--- src/rtl/uart_rx_cfg.sv ---
// uart_rx_cfg: oversampling-free UART receiver with configurable framing and a one-entry valid/ready output register.
// After a break frame (all data low, stop low) the receiver stays disarmed until rx_s is seen high again.
module uart_rx_cfg #(
    parameter int CLK_FREQ  = 100_000_000,
    parameter int BAUD      = 9600,
    parameter int DATA_BITS = 8,
    parameter int PARITY    = 0,
    parameter int STOP_BITS = 1
) (
    input  logic                 clk,
    input  logic                 rst,
    input  logic                 rx,
    output logic [DATA_BITS-1:0] data,
    output logic                 valid,
    input  logic                 ready,
    output logic                 parity_err,
    output logic                 frame_err,
    output logic                 overrun,
    output logic                 busy
);
    localparam int DIV = CLK_FREQ / BAUD;
    localparam int HALF = DIV / 2;
    localparam logic [31:0] DIV_M1 = 32'(DIV - 1);
    localparam logic [31:0] HALF_M1 = 32'(HALF - 1);
    localparam logic [3:0] DB_M1 = 4'(DATA_BITS - 1);
    localparam logic [3:0] SB_M1 = 4'(STOP_BITS - 1);

    typedef enum logic [2:0] {IDLE, START, DATA, PAR, STOP, COMMIT} state_t;

    state_t               state_q, state_d;
    logic [31:0]          cnt_q, cnt_d;
    logic [3:0]           idx_q, idx_d;
    logic [DATA_BITS-1:0] sh_q, sh_d, data_q, data_d;
    logic                 perr_q, perr_d, ferr_q, ferr_d;
    logic                 armed_q, armed_d, load_q, load_d;
    logic                 valid_q, valid_d, pe_q, pe_d, fe_q, fe_d, ovr_q, ovr_d;
    logic                 s1_q, s2_q;
    logic                 rx_s;

    assign rx_s = s2_q;

    always_comb begin
        state_d = state_q;
        cnt_d   = cnt_q + 32'd1;
        idx_d   = idx_q;
        sh_d    = sh_q;
        perr_d  = perr_q;
        ferr_d  = ferr_q;
        armed_d = armed_q | rx_s;
        load_d  = 1'b0;
        valid_d = load_q | (valid_q & ~ready);
        ovr_d   = (ovr_q & ~(valid_q & ready)) | (load_q & valid_q & ~ready);
        data_d  = data_q;
        pe_d    = pe_q;
        fe_d    = fe_q;
        if (load_q && (!valid_q || ready)) begin
            data_d = sh_q;
            pe_d   = perr_q;
            fe_d   = ferr_q;
        end
        case (state_q)
            IDLE: if (!rx_s && armed_q) begin
                state_d = START;
                cnt_d   = '0;
            end
            START: if (cnt_q == HALF_M1) begin
                state_d = rx_s ? IDLE : DATA;
                cnt_d   = '0;
                idx_d   = '0;
                perr_d  = 1'b0;
                ferr_d  = 1'b0;
            end
            DATA: if (cnt_q == DIV_M1) begin
                cnt_d = '0;
                sh_d  = {rx_s, sh_q[DATA_BITS-1:1]};
                idx_d = (idx_q == DB_M1) ? 4'd0 : idx_q + 4'd1;
                if (idx_q == DB_M1) state_d = (PARITY != 0) ? PAR : STOP;
            end
            PAR: if (cnt_q == DIV_M1) begin
                cnt_d   = '0;
                perr_d  = (^sh_q) ^ rx_s ^ (PARITY == 1);
                state_d = STOP;
            end
            STOP: if (cnt_q == DIV_M1) begin
                cnt_d  = '0;
                ferr_d = ferr_q | ~rx_s;
                idx_d  = idx_q + 4'd1;
                if (idx_q == SB_M1) state_d = COMMIT;
            end
            COMMIT: begin
                state_d = IDLE;
                load_d  = 1'b1;
                armed_d = !((sh_q == '0) && ferr_q);
            end
            default: state_d = IDLE;
        endcase
    end

    always_ff @(posedge clk) begin
        if (rst) begin
            state_q <= IDLE;
            cnt_q   <= '0;
            idx_q   <= '0;
            sh_q    <= '0;
            perr_q  <= 1'b0;
            ferr_q  <= 1'b0;
            armed_q <= 1'b1;
            load_q  <= 1'b0;
            valid_q <= 1'b0;
            data_q  <= '0;
            pe_q    <= 1'b0;
            fe_q    <= 1'b0;
            ovr_q   <= 1'b0;
            s1_q    <= 1'b1;
            s2_q    <= 1'b1;
        end else begin
            state_q <= state_d;
            cnt_q   <= cnt_d;
            idx_q   <= idx_d;
            sh_q    <= sh_d;
            perr_q  <= perr_d;
            ferr_q  <= ferr_d;
            armed_q <= armed_d;
            load_q  <= load_d;
            valid_q <= valid_d;
            data_q  <= data_d;
            pe_q    <= pe_d;
            fe_q    <= fe_d;
            ovr_q   <= ovr_d;
            s1_q    <= rx;
            s2_q    <= s1_q;
        end
    end

    assign data       = data_q;
    assign valid      = valid_q;
    assign parity_err = (PARITY != 0) ? pe_q : 1'b0;
    assign frame_err  = fe_q;
    assign overrun    = ovr_q;
    assign busy       = state_q != IDLE;
endmodule
--- config.mk ---
export PLATFORM = sky130hd
export DESIGN_NAME = uart_rx_cfg
export DESIGN_NICKNAME = d
export VERILOG_FILES = /design/src/rtl/uart_rx_cfg.sv
export SDC_FILE = /design/constraint.sdc
export NUM_CORES = 1
export LEC_CHECK = 0
export BUFFER_PORTS_ARGS = -buffer_cell sky130_fd_sc_hd__buf_2
export CORE_MARGIN = 3
export CORE_UTILIZATION = 63
export CTS_CLUSTER_DIAMETER = 100
export DETAILED_ROUTE_END_ITERATION = 8
export GPL_TIMING_DRIVEN = 0
export PLACE_DENSITY = 0.84
export SLEW_MARGIN = 20
export SYNTH_ARGS = -nofsm -noshare
export SYNTH_HDL_FRONTEND = slang
export SYNTH_SLANG_ARGS = --single-unit
--- constraint.sdc ---
create_clock -name clk -period 2.91 [get_ports clk]
set_input_delay 0.291 -clock clk [delete_from_list [all_inputs] [get_ports clk]]
set_output_delay 0.291 -clock clk [all_outputs]
set_load 0.03 [all_outputs]
======== Word level (Yosys, flattened, before mapping) ========
Index checks and enable logic that the tools add are counted.
storage, ports and cells
  bits in registers ....................... 63
  input port bits ......................... 4
  output and inout bits ................... 13
cells by class
  $add $sub $neg .......................... 2
  equal/unequal tests ..................... 15
  multiplexer cells ....................... 23
  bitwise operators ....................... 12
  reductions and logical operators ........ 18
operators by type and width
  operator               count
  $mux 32                3
  $pmux 32 s3            1
  $add 32x1->32 const B  1
  $eq 32x13->1 const B   1
  $eq 32x14->1 const B   1
  $mux 3                 7
  $mux 4                 4
  $pmux 3 s5             1
  $ne 2x2->1 const B     7
  $pmux 4 s3             1
  $logic_not 8->1        1
  $reduce_and 7->1       1
  $eq 3x2->1 const B     2
  $eq 3x3->1 const B     2
  $reduce_bool 3->1      2
  $and 1x1->1            5
  $add 4x1->4 const B    1
  $eq 4x3->1 const B     1
  $logic_not 4->1        1
  $mux 1                 4
  $or 1x1->1             4
  $reduce_and 4->1       1
  $eq 3x1->1 const B     1
  $logic_and 1x1->1      3
  10 further kinds       14

======== Depth between registers and ports, before layout ========
  depth after elaboration ................. 4
  gate-level depth with buffers ........... 8
  gate-level depth less buffers ........... 7

======== Least setup slack after synthesis ========
No wires, ideal clock.
  path type ............................... reg2reg
  start ................................... register cnt_q[0]
  end ..................................... register sh_q[0]
  setup time .............................. 128 ps
  data arrival time ....................... 1867 ps
  required time ........................... 2782 ps
  slack ................................... 916 ps
  stages on the path, launching flop included .. 7
  path buffers ............................ 0
  path through ............................ dfxtp_1 -> ha_1 -> nor4bb_1 -> nand4b_1 -> nor4_4 -> mux2i_1 -> nor2_1
between the ends
  cells in the longest elaborated chain, start to end .. 2
ends and longest elaborated chain
  what                               RTL line  RTL
  start, declared                    31        logic [31:0] cnt_q, cnt_d;
  start signal, assigned             118       cnt_q <= cnt_d;
  $eq 32x14->1                       73        DATA: if (cnt_q == DIV_M1) begin
  $reduce_and 2->1 (no source line)  -
  end signal, assigned               104       sh_q <= '0;
  end signal, assigned               120       sh_q <= sh_d;
  end, declared                      33        logic [DATA_BITS-1:0] sh_q, sh_d, data_q, data_d;
No other way between the ends.
A chain may end at the register's enable or synchronous reset.

======== Worst setup path in the final report ========
  start ................................... register cnt_q[4]
  end ..................................... register ferr_q
between the ends
  cells in the longest elaborated chain, start to end .. 3
  elaborated cells on any way between the ends .. 5
  those cells by class .................... eq/ne: 4; reduce/logical: 1
ends and longest elaborated chain
  what                                          RTL line  RTL
  $eq 32x14->1 or $eq 32x13->1 (tied branches)  84, 66
  $ne 2x2->1 (no source line)                   -
  $reduce_and 3->1 (no source line) *           -
  end signal, assigned                          122       ferr_q <= ferr_d;
  end, declared                                 34        logic perr_q, perr_d, ferr_q, ferr_d;
Mark *: on every way between the ends. The rest lies on a longest branch, timed or not.

==> impl_metrics.tcl <==
set metrics [dict create \
    hold_path.class "in -> reg" \
    yosysTopAreaCellShare_pct 41.03 \
    period_share_pct 87.56 \
    drc 0 \
    cts.htree.levels 3 \
    nNetsFinal 385 \
    drt_iter0_markers 198 \
    grt_pass1_wl_um 10790 \
    clkTransAtPathRegs_ps 80 \
    post_cts_resized 0 \
    ys_top_cells_by_area "dfxtp_1 (41%), nor2_1 (7.6%), mux2i_1 (5.9%)" \
    slew_viol_final 0 \
    clk_latency_ps 350 \
    wire_per_inst_um 14.33 \
    tightest_slew_ps 841.1 \
    synth_top_family_by_area "simple AND/OR/NAND/NOR gates" \
    critPathCapture "ferr_q" \
    finalWorstPathRequiredPeriod_ps 2548 \
    critical_path_depth 6 \
    syn_area_um2 3074 \
    cp_slowest_cell "a2111oi_0" \
    yosys.area.top_type "dfxtp_1" \
    rrSetupSlack_ps 360 \
    cts_setup_buffers 0 \
    hold_violations 0 \
    synthArstFlopShare_pct 0 \
    rows 24 \
    core_um2 4534 \
    nFillCells 330 \
    setup_viol 0 \
    critPathCaptureType "flip-flop" \
    cp-startpoint "cnt_q[4]" \
    cp_max_fo 9 \
    ioPinCount 17 \
    grt_overflow 0 \
    dp_slack_ps 493.4 \
    path_buf_inv 1 \
    fin_ws_ps 361.9 \
    first_global_vias 2312 \
    track_usage_pct 24.50 \
    worstReg2RegStart "cnt_q[4]" \
    synth_ff_type "dfxtp_1" \
    via_per_inst 5.781 \
    grt_max_degree 13 \
    synth_mux_area_share_pct 6.227 \
    synth_compound_area_share_pct 7.530 \
    max_stage_delay_ps 690 \
    synth.avg_cell_area_um2 8.758 \
    netlist_instances 351 \
    insertedDiodeCount 0 \
    synthAdderAreaFrac_pct 1.628 \
    rr_endpoint "ferr_q" \
    status "completed" \
    syn_nets 359 \
    place_congestion 0.8558 \
    first_pass_iters 5 \
    cts_inserted_buffers 9 \
    synth-xor-area-share_pct 8.262 \
    wl_um 6405 \
    p_per_area_nw_per_um2 469.5 \
    crit_chain "clkbuf_1 -> nor4bb_1 -> nand4_1 -> a2111oi_0 -> a21oi_1 -> a211oi_1" \
    hold_slack_ps 125.3 \
    via_count 2584 \
    synth_cell_types 55 \
    final_core_util_pct 75.08 \
    tns_ps 0 \
    die_h_um 75.86 \
    syn_to_final_growth_pct 10.74 \
    relSlewSlack_pct 43.41 \
    seq_area_um2 1261 \
    drive_gt1_share_pct 13.61 \
    crit_type "reg -> reg" \
    dieArea_um2 5754 \
    start_kind "flip-flop" \
    yosys.area_share.simple_pct 30.85 \
    yosysWarnings 0 \
    rsz0062_at_grt "false" \
    ctsLongestPathBuffers 2 \
    clock-sinks 63 \
    ctsHoldBuffers 0 \
    synth.ff_latch_count 63 \
    peakVddDrop_v 0.0003950 \
    skew_ps 8.612 \
    required_ps 3160 \
    multi_input_area_um2 1679 \
    critical_path_arrival_ps 2800 \
    ant_nets 0 \
    leakage_nw 1.270 \
    initial_core_util_pct 67.80 \
    cap_violations 0 \
    die_w_um 75.86 \
    total_power_mw 1.598 \
    max_freq_mhz 392.5 \
    hpwl_um 4354 \
    synth_edf_count 0 \
    path_delay_family "compound AO/OA/AOI/OAI gates" \
    yosysSeqAreaShare_pct 41.03 \
    tritoncts "done" \
    ctsRootBufferMaster "clkbuf_8" \
    antenna_found_initial 0 \
    port_buffers 15 \
    worst_r2r_path_depth 6 \
]
state kept, by name (all words and copies together), names as in the netlist:
register   cells
cnt_q         32
data           8
sh_q           8
idx_q          4
state_q        3
armed_q        1
ferr_q         1
frame_err      1
load_q         1
overrun        1
rx_s           1
s1_q           1
valid          1
area by class of cell:
cell class | count | area share [%]
buffer | 22 | 2.720
clock buffer | 9 | 3.638
clock inverter | 7 | 1.470
inverter | 11 | 1.213
multi-input combinational | 255 | 49.32
sequential | 63 | 37.05
tap | 65 | 2.389
timing repair buffer | 15 | 2.205
worst register-to-register path, delay by kind of cell, from the launching register on:
kind	cells	cell delay, ps
AO/OA/AOI/OAI	3	1130
flip-flops	1	310
buffers and inverters	1	300
AND/OR/NAND/NOR	2	710
where the power goes:
part / total, mW / switching [mW] / internal [mW]
clock network: 0.674 / 0.366 / 0.308
logic: 0.0512 / 0.0339 / 0.0173
registers: 0.874 / 0.00618 / 0.867
total: 1.60 / 0.406 / 1.19
cells in the final DEF (no fill, tap or decap), types with 3 or more instances in the layout:
master      Yosys  final
or3_1           3      3
a211oi_1        3      3
clkbuf_8        0      9
nor4bb_1        5      5
nor3_1          8      8
clkbuf_1       14     14
nand2b_1        7      7
ha_1            4      4
xnor2_1        19     19
dfxtp_1        63     63
o21ai_0         3      3
a21oi_1         8      8
mux2i_1        18     18
xor2_1         10     10
nor2_1         62     62
nor4b_1         3      3
nand3_1        13     13
clkinvlp_4      0      3
buf_2           5     20
or2_2           5      5
inv_1          11     11
nor2b_1         5      5
and4_1          3      3
and3_1          3      3
nand2_1        11     11
or4_1           3      3
nor4_1         15     15
nand4_1        11     11
per-layer routing:
metal  GRT usage [%]  wire (um)  vias up  share of wire, %
met2           37.17       2905       74                45
met4           7.573         91        0               1.4
met3           6.201        418       11               6.5
met5               0          0        -                 0
li1                -          -     1292                 -
met1           34.23       2989     1207                47
cell usage after synthesis (10+ instances only):
master	count
dfxtp_1	63
nor2_1	62
xnor2_1	19
mux2i_1	18
nor4_1	15
clkbuf_1	14
nand3_1	13
inv_1	11
nand2_1	11
nand4_1	11
xor2_1	10
worst min-delay path by stage:
stage / cells past startpoint / startpoint / to
finish: 2 / rx / s1_q
global placement: 1 / s1_q / rx_s
CTS: 2 / rx / s1_q
global route: 2 / rx / s1_q
floorplan: 1 / s1_q / rx_s
detailed placement: 1 / s1_q / rx_s
per-stage QoR:
stage | cell area [um^2] | instances
after floorplan | 3074 | 351
after global placement | 3231 | 431
after detailed placement | 3231 | 431
after CTS | 3405 | 447
after global routing | 3405 | 447
final | 3405 | 447
kinds of logic (layout without fill, tap and decap cells):
| kind of cell | Yosys count | count (layout) |
|---|---|---|
| AOI/OAI and AO/OA | 33 | 33 |
| xor gates and xnor gates | 29 | 29 |
| adders and majority gates | 4 | 4 |
| buffers and inverters | 33 | 64 |
| DFF | 63 | 63 |
| muxes | 19 | 19 |
| other | 1 | 1 |
| and+or+nand+nor | 169 | 169 |
No activity file was read; power rests on OpenSTA's default activity.
